[src/rtl/sound_pkg.sv]
// rtl/sound_pkg.sv - shared types and constants for the melody player
package sound_pkg;

    typedef enum logic [2:0] {
        S_IDLE,
        S_FETCH,
        S_LATCH,
        S_PLAY,
        S_GAP
    } state_e;

    // clkgen_sin maxval for each note of the prelude scale
    localparam int unsigned NOTE_D      = 266;
    localparam int unsigned NOTE_E      = 237;
    localparam int unsigned NOTE_FIS    = 211;
    localparam int unsigned NOTE_G      = 199;
    localparam int unsigned NOTE_A      = 177;
    localparam int unsigned NOTE_B      = 158;
    localparam int unsigned NOTE_C      = 149;
    localparam int unsigned NOTE_DHIGH  = 133;

    localparam int unsigned TICK_DIV_8K = 1250;

endpackage

[src/rtl/score_ram.sv]
// rtl/score_ram.sv - score storage, synchronous write, registered read-first
module score_ram #(
    parameter int ADDR_W = 5,
    parameter int DATA_W = 22,
    parameter int DEPTH  = 32
) (
    input  logic              clk,
    input  logic              wr_en,
    input  logic [ADDR_W-1:0] wr_addr,
    input  logic [DATA_W-1:0] wr_data,
    input  logic [ADDR_W-1:0] rd_addr,
    output logic [DATA_W-1:0] rd_data
);

    logic [DATA_W-1:0] mem_q [DEPTH];
    logic [DATA_W-1:0] rd_q;

    // Both updates are non-blocking, so a same-address read sees the old word.
    always_ff @(posedge clk) begin
        if (wr_en) begin
            mem_q[wr_addr] <= wr_data;
        end
        rd_q <= mem_q[rd_addr];
    end

    assign rd_data = rd_q;

endmodule

[src/rtl/melody_sequencer.sv]
// rtl/melody_sequencer.sv - programmable single-voice melody player
module melody_sequencer
    import sound_pkg::*;
#(
    parameter int PITCH_W   = 9,
    parameter int DUR_W     = 13,
    parameter int DEPTH     = 32,
    parameter int ADDR_W    = 5,
    parameter int TICK_DIV  = TICK_DIV_8K,
    parameter int GAP_TICKS = 200
) (
    input  logic               clk,
    input  logic               reset,
    input  logic               wr_en,
    input  logic [ADDR_W-1:0]  wr_addr,
    input  logic [PITCH_W-1:0] wr_pitch,
    input  logic [DUR_W-1:0]   wr_dur,
    input  logic               start,
    input  logic               stop,
    input  logic               loop_en,
    input  logic [ADDR_W-1:0]  last_idx,
    input  logic [1:0]         tempo_shift,
    output logic [PITCH_W-1:0] pitch_o,
    output logic               tone_en,
    output logic               note_strobe,
    output logic [ADDR_W-1:0]  note_idx,
    output logic               busy,
    output logic               done
);

    localparam int CNT_W = DUR_W + 3;
    localparam int PRE_W = (TICK_DIV > 1) ? $clog2(TICK_DIV) : 1;
    localparam int GAP_W = (GAP_TICKS > 0) ? $clog2(GAP_TICKS + 1) : 1;

    state_e             state_q, state_d;
    logic [ADDR_W-1:0]  idx_q, idx_d;
    logic [ADDR_W-1:0]  last_q, last_d;
    logic [PITCH_W-1:0] pitch_q, pitch_d;
    logic [CNT_W-1:0]   dur_q, dur_d;
    logic [GAP_W-1:0]   gap_q, gap_d;
    logic [PRE_W-1:0]   presc_q, presc_d;
    logic               done_q, done_d;
    logic               strobe_q, strobe_d;

    logic [PITCH_W+DUR_W-1:0] rd_data;
    logic [PITCH_W-1:0]       rd_pitch;
    logic [DUR_W-1:0]         rd_dur;
    logic                     tick;
    logic                     advance;

    score_ram #(
        .ADDR_W (ADDR_W),
        .DATA_W (PITCH_W + DUR_W),
        .DEPTH  (DEPTH)
    ) u_score_ram (
        .clk     (clk),
        .wr_en   (wr_en),
        .wr_addr (wr_addr),
        .wr_data ({wr_pitch, wr_dur}),
        .rd_addr (idx_q),
        .rd_data (rd_data)
    );

    assign rd_pitch = rd_data[PITCH_W+DUR_W-1 -: PITCH_W];
    assign rd_dur   = rd_data[DUR_W-1:0];
    assign tick     = (presc_q == PRE_W'(TICK_DIV - 1));

    always_comb begin
        state_d  = state_q;
        idx_d    = idx_q;
        last_d   = last_q;
        pitch_d  = pitch_q;
        dur_d    = dur_q;
        gap_d    = gap_q;
        presc_d  = presc_q;
        done_d   = 1'b0;
        strobe_d = 1'b0;
        advance  = 1'b0;

        if (state_q == S_PLAY || state_q == S_GAP) begin
            presc_d = tick ? '0 : presc_q + PRE_W'(1);
        end

        unique case (state_q)
            S_IDLE: begin
                if (start) begin
                    state_d = S_FETCH;
                    idx_d   = '0;
                    last_d  = last_idx;
                end
            end
            S_FETCH: state_d = S_LATCH;
            S_LATCH: begin
                if (rd_dur == '0) begin
                    advance = 1'b1;
                end else begin
                    state_d  = S_PLAY;
                    pitch_d  = rd_pitch;
                    dur_d    = {3'b000, rd_dur} << tempo_shift;
                    presc_d  = '0;
                    strobe_d = (rd_pitch != '0);
                end
            end
            S_PLAY: begin
                if (tick) begin
                    if (dur_q == CNT_W'(1)) begin
                        if (GAP_TICKS == 0) begin
                            advance = 1'b1;
                        end else begin
                            state_d = S_GAP;
                            gap_d   = GAP_W'(GAP_TICKS);
                            presc_d = '0;
                        end
                    end else begin
                        dur_d = dur_q - CNT_W'(1);
                    end
                end
            end
            S_GAP: begin
                if (tick) begin
                    if (gap_q == GAP_W'(1)) begin
                        advance = 1'b1;
                    end else begin
                        gap_d = gap_q - GAP_W'(1);
                    end
                end
            end
            default: state_d = S_IDLE;
        endcase

        // End-of-entry handling shared by skipped entries and finished notes
        if (advance) begin
            if (idx_q == last_q) begin
                if (loop_en) begin
                    idx_d   = '0;
                    state_d = S_FETCH;
                end else begin
                    done_d  = 1'b1;
                    state_d = S_IDLE;
                end
            end else begin
                idx_d   = idx_q + ADDR_W'(1);
                state_d = S_FETCH;
            end
        end

        if (stop) begin
            state_d  = S_IDLE;
            done_d   = 1'b0;
            strobe_d = 1'b0;
        end
    end

    always_ff @(posedge clk) begin
        if (reset) begin
            state_q  <= S_IDLE;
            idx_q    <= '0;
            last_q   <= '0;
            pitch_q  <= '0;
            dur_q    <= '0;
            gap_q    <= '0;
            presc_q  <= '0;
            done_q   <= 1'b0;
            strobe_q <= 1'b0;
        end else begin
            state_q  <= state_d;
            idx_q    <= idx_d;
            last_q   <= last_d;
            pitch_q  <= pitch_d;
            dur_q    <= dur_d;
            gap_q    <= gap_d;
            presc_q  <= presc_d;
            done_q   <= done_d;
            strobe_q <= strobe_d;
        end
    end

    assign pitch_o     = pitch_q;
    assign tone_en     = (state_q == S_PLAY) && (pitch_q != '0);
    assign note_strobe = strobe_q;
    assign note_idx    = idx_q;
    assign busy        = (state_q != S_IDLE);
    assign done        = done_q;

endmodule
[config.mk]
export PLATFORM = sky130hd
export DESIGN_NAME = melody_sequencer
export DESIGN_NICKNAME = d
export VERILOG_FILES = /design/src/rtl/sound_pkg.sv /design/src/rtl/score_ram.sv /design/src/rtl/melody_sequencer.sv
export SDC_FILE = /design/constraint.sdc
export NUM_CORES = 1
export LEC_CHECK = 0
export CAP_MARGIN = 40
export CORE_ASPECT_RATIO = 0.5
export CORE_MARGIN = 5
export CORE_UTILIZATION = 40
export CTS_BUF_LIST = sky130_fd_sc_hd__clkbuf_4
export CTS_CLUSTER_DIAMETER = 200
export DETAILED_ROUTE_END_ITERATION = 8
export SLEW_MARGIN = 10
export SYNTH_ARGS = -nofsm -noshare
export SYNTH_HDL_FRONTEND = slang
export SYNTH_HIERARCHICAL = 1
export SYNTH_SLANG_ARGS = --single-unit
[constraint.sdc]
create_clock -name clk -period 3 [get_ports clk]
set_clock_uncertainty 0.1 [all_clocks]
set_input_delay 0.3 -clock clk [delete_from_list [all_inputs] [get_ports clk]]
set_output_delay 0.3 -clock clk [all_outputs]
set_load 0.02 [all_outputs]
==> key figures, run 1 <==
Floorplanning
  • # rows: 72
  • Core area: 77560 um2
  • Chip height: 208.2 um
  • Starting Density: 40.50%
  • Die Area: 84570 um2
  • I/O pins: 58
  • Die width: 406.3 um

Setup path
  • Worst EP required: about 2.6 ns
  • Startpoint types: flop
  • Worst path arrival time: about 2.4 ns
  • Slowest CP cell: clkdlybuf4s50_1
  • Kind of critical path: reg2out
  • Critical path endpoint category: output pin
  • Largest fanout on the critical path: 27
  • Crit path cell chain: buf_6 > clkdlybuf4s50_1
  • Crit path largest cell delay: between 0.7 and 0.8 ns

Clock network
  • CTS Buffer Depth: 3
  • Clock sinks: 785
  • Clock root cell: clkbuf_4
  • # H-tree levels: 4
  • Clock Pin Slew Worst Setup and Hold Paths: around 0.070 ns
  • CTS tree: built
  • Setup Buffers After CTS: 0
  • Clock Latency Late Sink: 0.93 ns
  • Total CTS buffers: around 180

Route
  • DR vias: 18330
  • Drt wl/cell: between 20 and 25 um
  • Drt pass-1 iters: 5
  • DRT iter0 DRCs: 1941
  • Vias per cell: 5.365
  • # DRC: 0
  • ANT nets after route: 0
  • Routed WL: 78880 um

Cells and area
  • Design Area, Final: 36270 um2
  • Post-Layout Cell Count: 3417
  • Final Util: 46.77%
  • Layout cells sized above 1: a little over a fifth
  • Fin nets: 2289
  • Area growth syn-to-layout: 15.49%

STA
  • Setup TNS: 0 ns
  • Fmax: about 350 MHz
  • Setup violators final: 0
  • Final Critical Period: around 2.8 ns
  • Final Max Tran Viols: 0
  • Final Hold Fails: 0
  • RSZ-0062 raised after global routing: no
  • Rel. slew slack: 50.32%
  • Final Cycle Share: between 90% and 100%
  • WHS: approximately 0.11 ns
  • Actual slew at the worst max-slew pin: between 0.7 and 0.8 ns
  • Setup WS post-layout: 0.1551 ns

Synth
  • Ys flop type: edfxtp_1
  • Share of flip-flops with an asynchronous set or reset: 0%
  • Synthesized cell area: 31410 um2
  • Syn Nets: 2022
  • Most frequent cells after synthesis: edfxtp_1, mux2i_1, a22oi_1
  • Most common cell in the synthesized netlist: edfxtp_1
  • Post-Syn Instances: just under 2000
  • Post-synth EDFFs: between 700 and 800
  • Synth area leaders: edfxtp_1, mux2i_1, dfxtp_1
  • Mean Syn Cell Area: roughly 16 um2
  • Post-synthesis sequential area ratio: 72.47%
  • Synthesized flop and latch total: around 790
  • Ys Warns: 6
  • Synth unique cells: 61
  • Most area-hungry cell type in the Yosys netlist: edfxtp_1
  • Synth top area share: between 60% and 70%

Global routing
  • First-pass GRT wire length: 116300 um
  • GRT Total Usage: 18.45%
  • Vias in the first global route: 17730
  • Largest net degree at the start of global routing: between 80 and 90
  • GRT overflow: 0
  • Initial antenna violation count: 1

Power
  • P_leak: 11.47 nW
  • Power Density: between 500 and 600 nW/um2
  • Max VDD drop: ~310 uV
  • Power, Total: 21.22 mW

Run status
  • Run status: finished clean

Place
  • Dpl hpwl: 49520 um
  • RePlAce Congestion: 0.8656
  • Dpl ws: 0.4582 ns
  • Placed cell count: 3088
  • Placed cell area: 33840 um2
  • Number of I/O port buffers: 57

Hold path
  • Worst hold path class: in2reg

Run
  • Max_cap viols: 0
## cell type report
class,count,area [um2]
fill,6721,41290
clock buffer,292,2192
inverter,11,41.29
tap,1036,1296
timing repair buffer,197,1788
clock inverter,29,167.7
antenna,1,2.502
multi-input combinational,1066,8021
sequential,785,22770
## report_power, final
part / total [mW] / internal, mW / switching (mW)
Sequential: 12.1 / 12.0 / 0.0436
Combinational: 0.578 / 0.176 / 0.402
Clock: 8.57 / 4.47 / 4.10
Total: 21.2 / 16.7 / 4.54
## sequential cells by signal, indices dropped and copies added, names as in the netlist
name / cells
presc_q: 11
note_strobe: 1
u_score_ram/rd_data: 22
pitch_o: 9
note_idx: 5
dur_q: 16
state_q: 3
done: 1
gap_q: 8
last_q: 5
u_score_ram/mem_q: 704
## routing by layer
layer | routed length (um) | global-route usage [%]
met3 | 7021 | 5.837
met5 | 0 | 0
met2 | 34520 | 26.69
met1 | 36290 | 27.15
met4 | 1038 | 4.321
## cell usage in the layout (no fill, tap or decap), types with 5 or more instances in the layout
cell type / instances
a22oi_1: 88
nand3b_1: 8
clkinv_1: 17
nor2_1: 50
edfxtp_1: 704
buf_4: 120
buf_12: 12
nor4_1: 9
nand4_1: 31
xor2_1: 11
nand3_1: 56
ha_1: 7
clkdlybuf4s50_1: 56
nor2_2: 32
nand2_1: 81
nor3_1: 42
a22o_1: 44
o21ai_0: 18
o31a_1: 6
dlygate4sd3_1: 7
dfxtp_1: 80
inv_1: 11
xnor2_1: 6
clkbuf_4: 292
mux2_2: 5
o21ai_1: 9
nand2b_1: 7
or3_1: 6
a21oi_1: 75
a211oi_1: 5
nor3b_1: 6
mux2i_1: 376
a31oi_1: 26
## path summary, 6_finish.rpt
kind	slack [ns]	endpoint	cells past startpoint	start
min	0.11	gap_q[5]$_SDFFE_PP0P_	2	reset
max	0.16	note_idx[3]	2	note_idx[3]$_SDFF_PP0_
max reg2reg	0.40	dur_q[4]$_SDFFE_PP0P_	7	presc_q[0]$_SDFF_PP0_
min reg2reg	0.39	pitch_o[2]$_SDFFE_PP0P_	2	u_score_ram/rd_data[15]$_DFF_P_
## critical path: cells and delay by family (launching register included)
family                 cells  cell delay, ns
DFF                        1            0.48
buffers and inverters      2            1.04
## logic make-up (layout without fill, tap and decap cells)
logic type	after synthesis	after routing	synth area share, %
AOI/OAI and AO/OA	298	298	6.465
xor gates and xnor gates	17	17	0.4740
adders and majority gates	7	7	0.2788
buffers and inverters	124	529	2.330
DFF	785	785	72.47
muxes	381	381	12.16
other	0	1	0
and+or+nand+nor	363	363	5.824
## repair_timing
action	in CTS	in global routing
resized for setup	1	0
hold endpoints to repair	41	0
hold buffers	7	0
setup endpoints to repair	1	0
Note: power is estimated with default switching activity, not from simulation.
==> run 2: changes to the inputs <==
- MAX_ROUTING_LAYER: default -> met4
- SYNTH_HIERARCHICAL: 1 -> default
==> run 2 against run 1 <==
Against the previous run:
- synthesized cell count is 22% lower
- final area shrank 0.37%
- flip-flop and latch count unchanged
- non-clock buffer count down 27
- register-to-register slack better by 0.02 ns
==> key figures, run 2 <==
Floorplanning
  • Starting Density: 40.62% (+0.12 points)
  • Die Area: 82840 um2 (-2.0%)
  • Chip height: 206.0 um (-1.0%)
  • Core area: 75690 um2 (-2.4%)
  • Die width: 402.1 um (-1.0%)
  • # rows: 71 (-1.4%)
  • I/O pins: 58 (unchanged)

Synth
  • Mean Syn Cell Area: 19.98 um2 (+26%)
  • Synth unique cells: 63 (+3.3%)
  • Synthesized flop and latch total: 785 (unchanged)
  • Synthesized cell area: 30740 um2 (-2.1%)
  • Syn Nets: 1586 (-22%)
  • Most area-hungry cell type in the Yosys netlist: edfxtp_1
  • Synth top area share: 68.76% (+1.5 points)
  • Synth area leaders: edfxtp_1, mux4_2, dfxtp_1
  • Most frequent cells after synthesis: edfxtp_1, mux4_2, nand2_1
  • Share of flip-flops with an asynchronous set or reset: 0% (unchanged)
  • Ys Warns: 0 (-6)
  • Post-synth EDFFs: 704 (unchanged)
  • Post-Syn Instances: 1539 (-22%)
  • Ys flop type: edfxtp_1
  • Post-synthesis sequential area ratio: 74.04% (+1.6 points)
  • Most common cell in the synthesized netlist: edfxtp_1

Setup path
  • Critical path endpoint category: output pin
  • Largest fanout on the critical path: 9 (-67%)
  • Worst reg2reg setup slack: 0.42 ns (+0.02 ns)
  • Worst path arrival time: 2.41 ns (-0.03 ns)
  • Startpoint types: flop
  • Worst EP required: 2.60 ns (about the same)
  • Kind of critical path: reg2out

STA
  • Final Max Tran Viols: 0 (unchanged)
  • Fmax: 355.3 MHz (+1.1%)
  • Setup TNS: 0 ns (unchanged)
  • RSZ-0062 raised after global routing: no
  • Final Critical Period: 2.814 ns (-0.03071 ns)
  • Final Hold Fails: 0 (unchanged)
  • Actual slew at the worst max-slew pin: 0.8602 ns (+0.1150 ns)
  • Setup violators final: 0 (unchanged)
  • Final Cycle Share: 93.81% (-1.0 points)
  • Setup WS post-layout: 0.1858 ns (+0.03071 ns)
  • Rel. slew slack: 42.65% (-7.7 points)

Power
  • Switch share: 21.52% (+0.098 points)
  • Comb pwr share: 2.8% (about the same)
  • Seq pwr share: 56.7% (-0.2 points)
  • Clk network pwr share: 40.6% (+0.2 points)
  • Max VDD drop: 241.2 uV (-22%)
  • Net Switching: 4.583 mW (+0.85%)
  • P_leak: 11.53 nW (+0.56%)
  • Power Density: 589.3 nW/um2 (+0.76%)
  • P_int: 16.72 mW (+0.27%)

Cells and area
  • Max reg flops: 704 (unchanged)
  • Design Area, Final: 36140 um2 (-0.37%)
  • Fill count: 6398 (-4.8%)
  • Layout cells sized above 1: 35.24% (+14 points)
  • Area growth syn-to-layout: 17.56%
  • Top reg by flops: u_score_ram.mem_q
  • Most frequent cells in the layout: edfxtp_1, clkbuf_4, mux4_2
  • Fin nets: 1856 (-19%)
  • Commonest non-fill, non-tap cell in the layout: edfxtp_1

Clock network
  • CTS tree: built
  • Clock root cell: clkbuf_4
  • CTS Buffer Depth: 3 (unchanged)
  • # H-tree levels: 4 (unchanged)
  • Clock sinks: 785 (unchanged)
  • Clock Latency Late Sink: 0.90 ns (-0.03 ns)
  • Total CTS buffers: 179 (-1.1%)
  • Clock Pin Slew Worst Setup and Hold Paths: 0.07 ns (about the same)

Place
  • Dpl ws: 0.3873 ns (-0.07087 ns)
  • RePlAce Congestion: 0.7844 (-9.4%)
  • Placed cell area: 33680 um2 (-0.47%)
  • Dpl hpwl: 43180 um (-13%)
  • Number of I/O port buffers: 57 (unchanged)

Global routing
  • Initial antenna violation count: 1 (unchanged)
  • First-pass GRT wire length: 108100 um (-7.1%)
  • Vias in the first global route: 16580 (-6.4%)
  • GRT Total Usage: 18.26% (-0.18 points)
  • GRT overflow: 0 (unchanged)
  • Largest net degree at the start of global routing: 67 (-23%)

Route
  • Vias per cell: 5.447 (+1.5%)
  • Drt wl/cell: 24.43 um (+5.8%)
  • Drt pass-1 iters: 5 (unchanged)
  • DR vias: 16220 (-12%)
  • # DRC: 0 (unchanged)
  • ANT nets after route: 0 (unchanged)
  • Routed WL: 72740 um (-7.8%)
  • DRT iter0 DRCs: 1233 (-36%)

Hold path
  • Worst hold path class: in2reg

Run
  • Max_cap viols: 0 (unchanged)

Run status
  • Run status: finished clean
## run 2: layer usage
metal  routed length (um)  track usage, %
met5                    0               -
met4                  769           4.097
met3                 6135           5.813
met2                32630           26.12
met1                33210           25.81
## run 2: repair_timing
| item | 4_1_cts | 5_1_grt |
|---|---|---|
| setup buffers | 1 | 0 |
| pin swaps | 1 | 0 |
| gates resized for setup | 1 | 1 |
| hold endpoints to repair | 10 | 0 |
| setup endpoints to repair | 1 | 1 |
| hold buffers | 7 | 0 |
## run 2: worst max-delay path, cell delays in order, from the launching register on
cell and delay (ns):
dfxtp_1 0.39, nand3b_1 0.31, a31oi_1 0.20, clkdlybuf4s50_1 0.63
## run 2: final cells by class
cell class	count	area, um2	share of cell area [%]
diodes	1	2.502	0.006924
clock buffers	285	2140	5.920
clock inverters	42	239.0	0.6612
inverters	16	61.31	0.1696
multi-input cells	657	7826	21.65
flip-flops and latches	785	22780	63.02
well taps	1022	1279	3.538
repair buffers	170	1819	5.034
## run 2: cell families (layout without fill, tap and decap cells)
group	after synthesis	count (layout)	synth area share (%)
multiplexers	249	249	17.20
XOR/XNOR	17	17	0.4843
AND/OR/NAND/NOR	278	278	4.253
other	0	1	0
flip-flops	785	785	74.04
buffers and inverters	97	513	1.290
AO/OA/AOI/OAI	106	106	2.450
adder cells (fa/ha/maj)	7	7	0.2849
## run 2: power by group through the flow
stage	Clock (mW)	Sequential [mW]	Combinational [mW]
after CTS	8.92	12.1	0.594
after detailed placement	0	12.3	0.586
after global placement	0	12.3	0.575
after global routing	9.54	12.1	0.638
after floorplan	0	12.3	0.222
final	8.64	12.1	0.592
## run 2: path summary, 6_finish.rpt
check / from / end / cells after the start
worst max-delay path: state_q[2]$_SDFFE_PP0P_ / tone_en / 3
worst min register to register: dur_q[15]$_SDFFE_PP0P_ / dur_q[15]$_SDFFE_PP0P_ / 2
worst min-delay path: wr_dur[10] / u_score_ram.mem_q[18][10]$_DFFE_PP_ / 2
worst max register to register: note_idx[0]$_SDFF_PP0_ / u_score_ram.rd_data[19]$_DFF_P_ / 6
## run 2: per-stage QoR
stage | total power [mW] | util [%] | cells | hold WS, ns
after global routing | 22.25 | 47.75 | 2978 | 0.04803
final | 21.30 | 47.75 | 2978 | 0.1254
after CTS | 21.58 | 47.75 | 2977 | 0.01216
after global placement | 12.88 | 44.48 | 2641 | 0.3585
after floorplan | 12.52 | - | 1539 | 0.2989
after detailed placement | 12.89 | 44.50 | 2642 | 0.3704
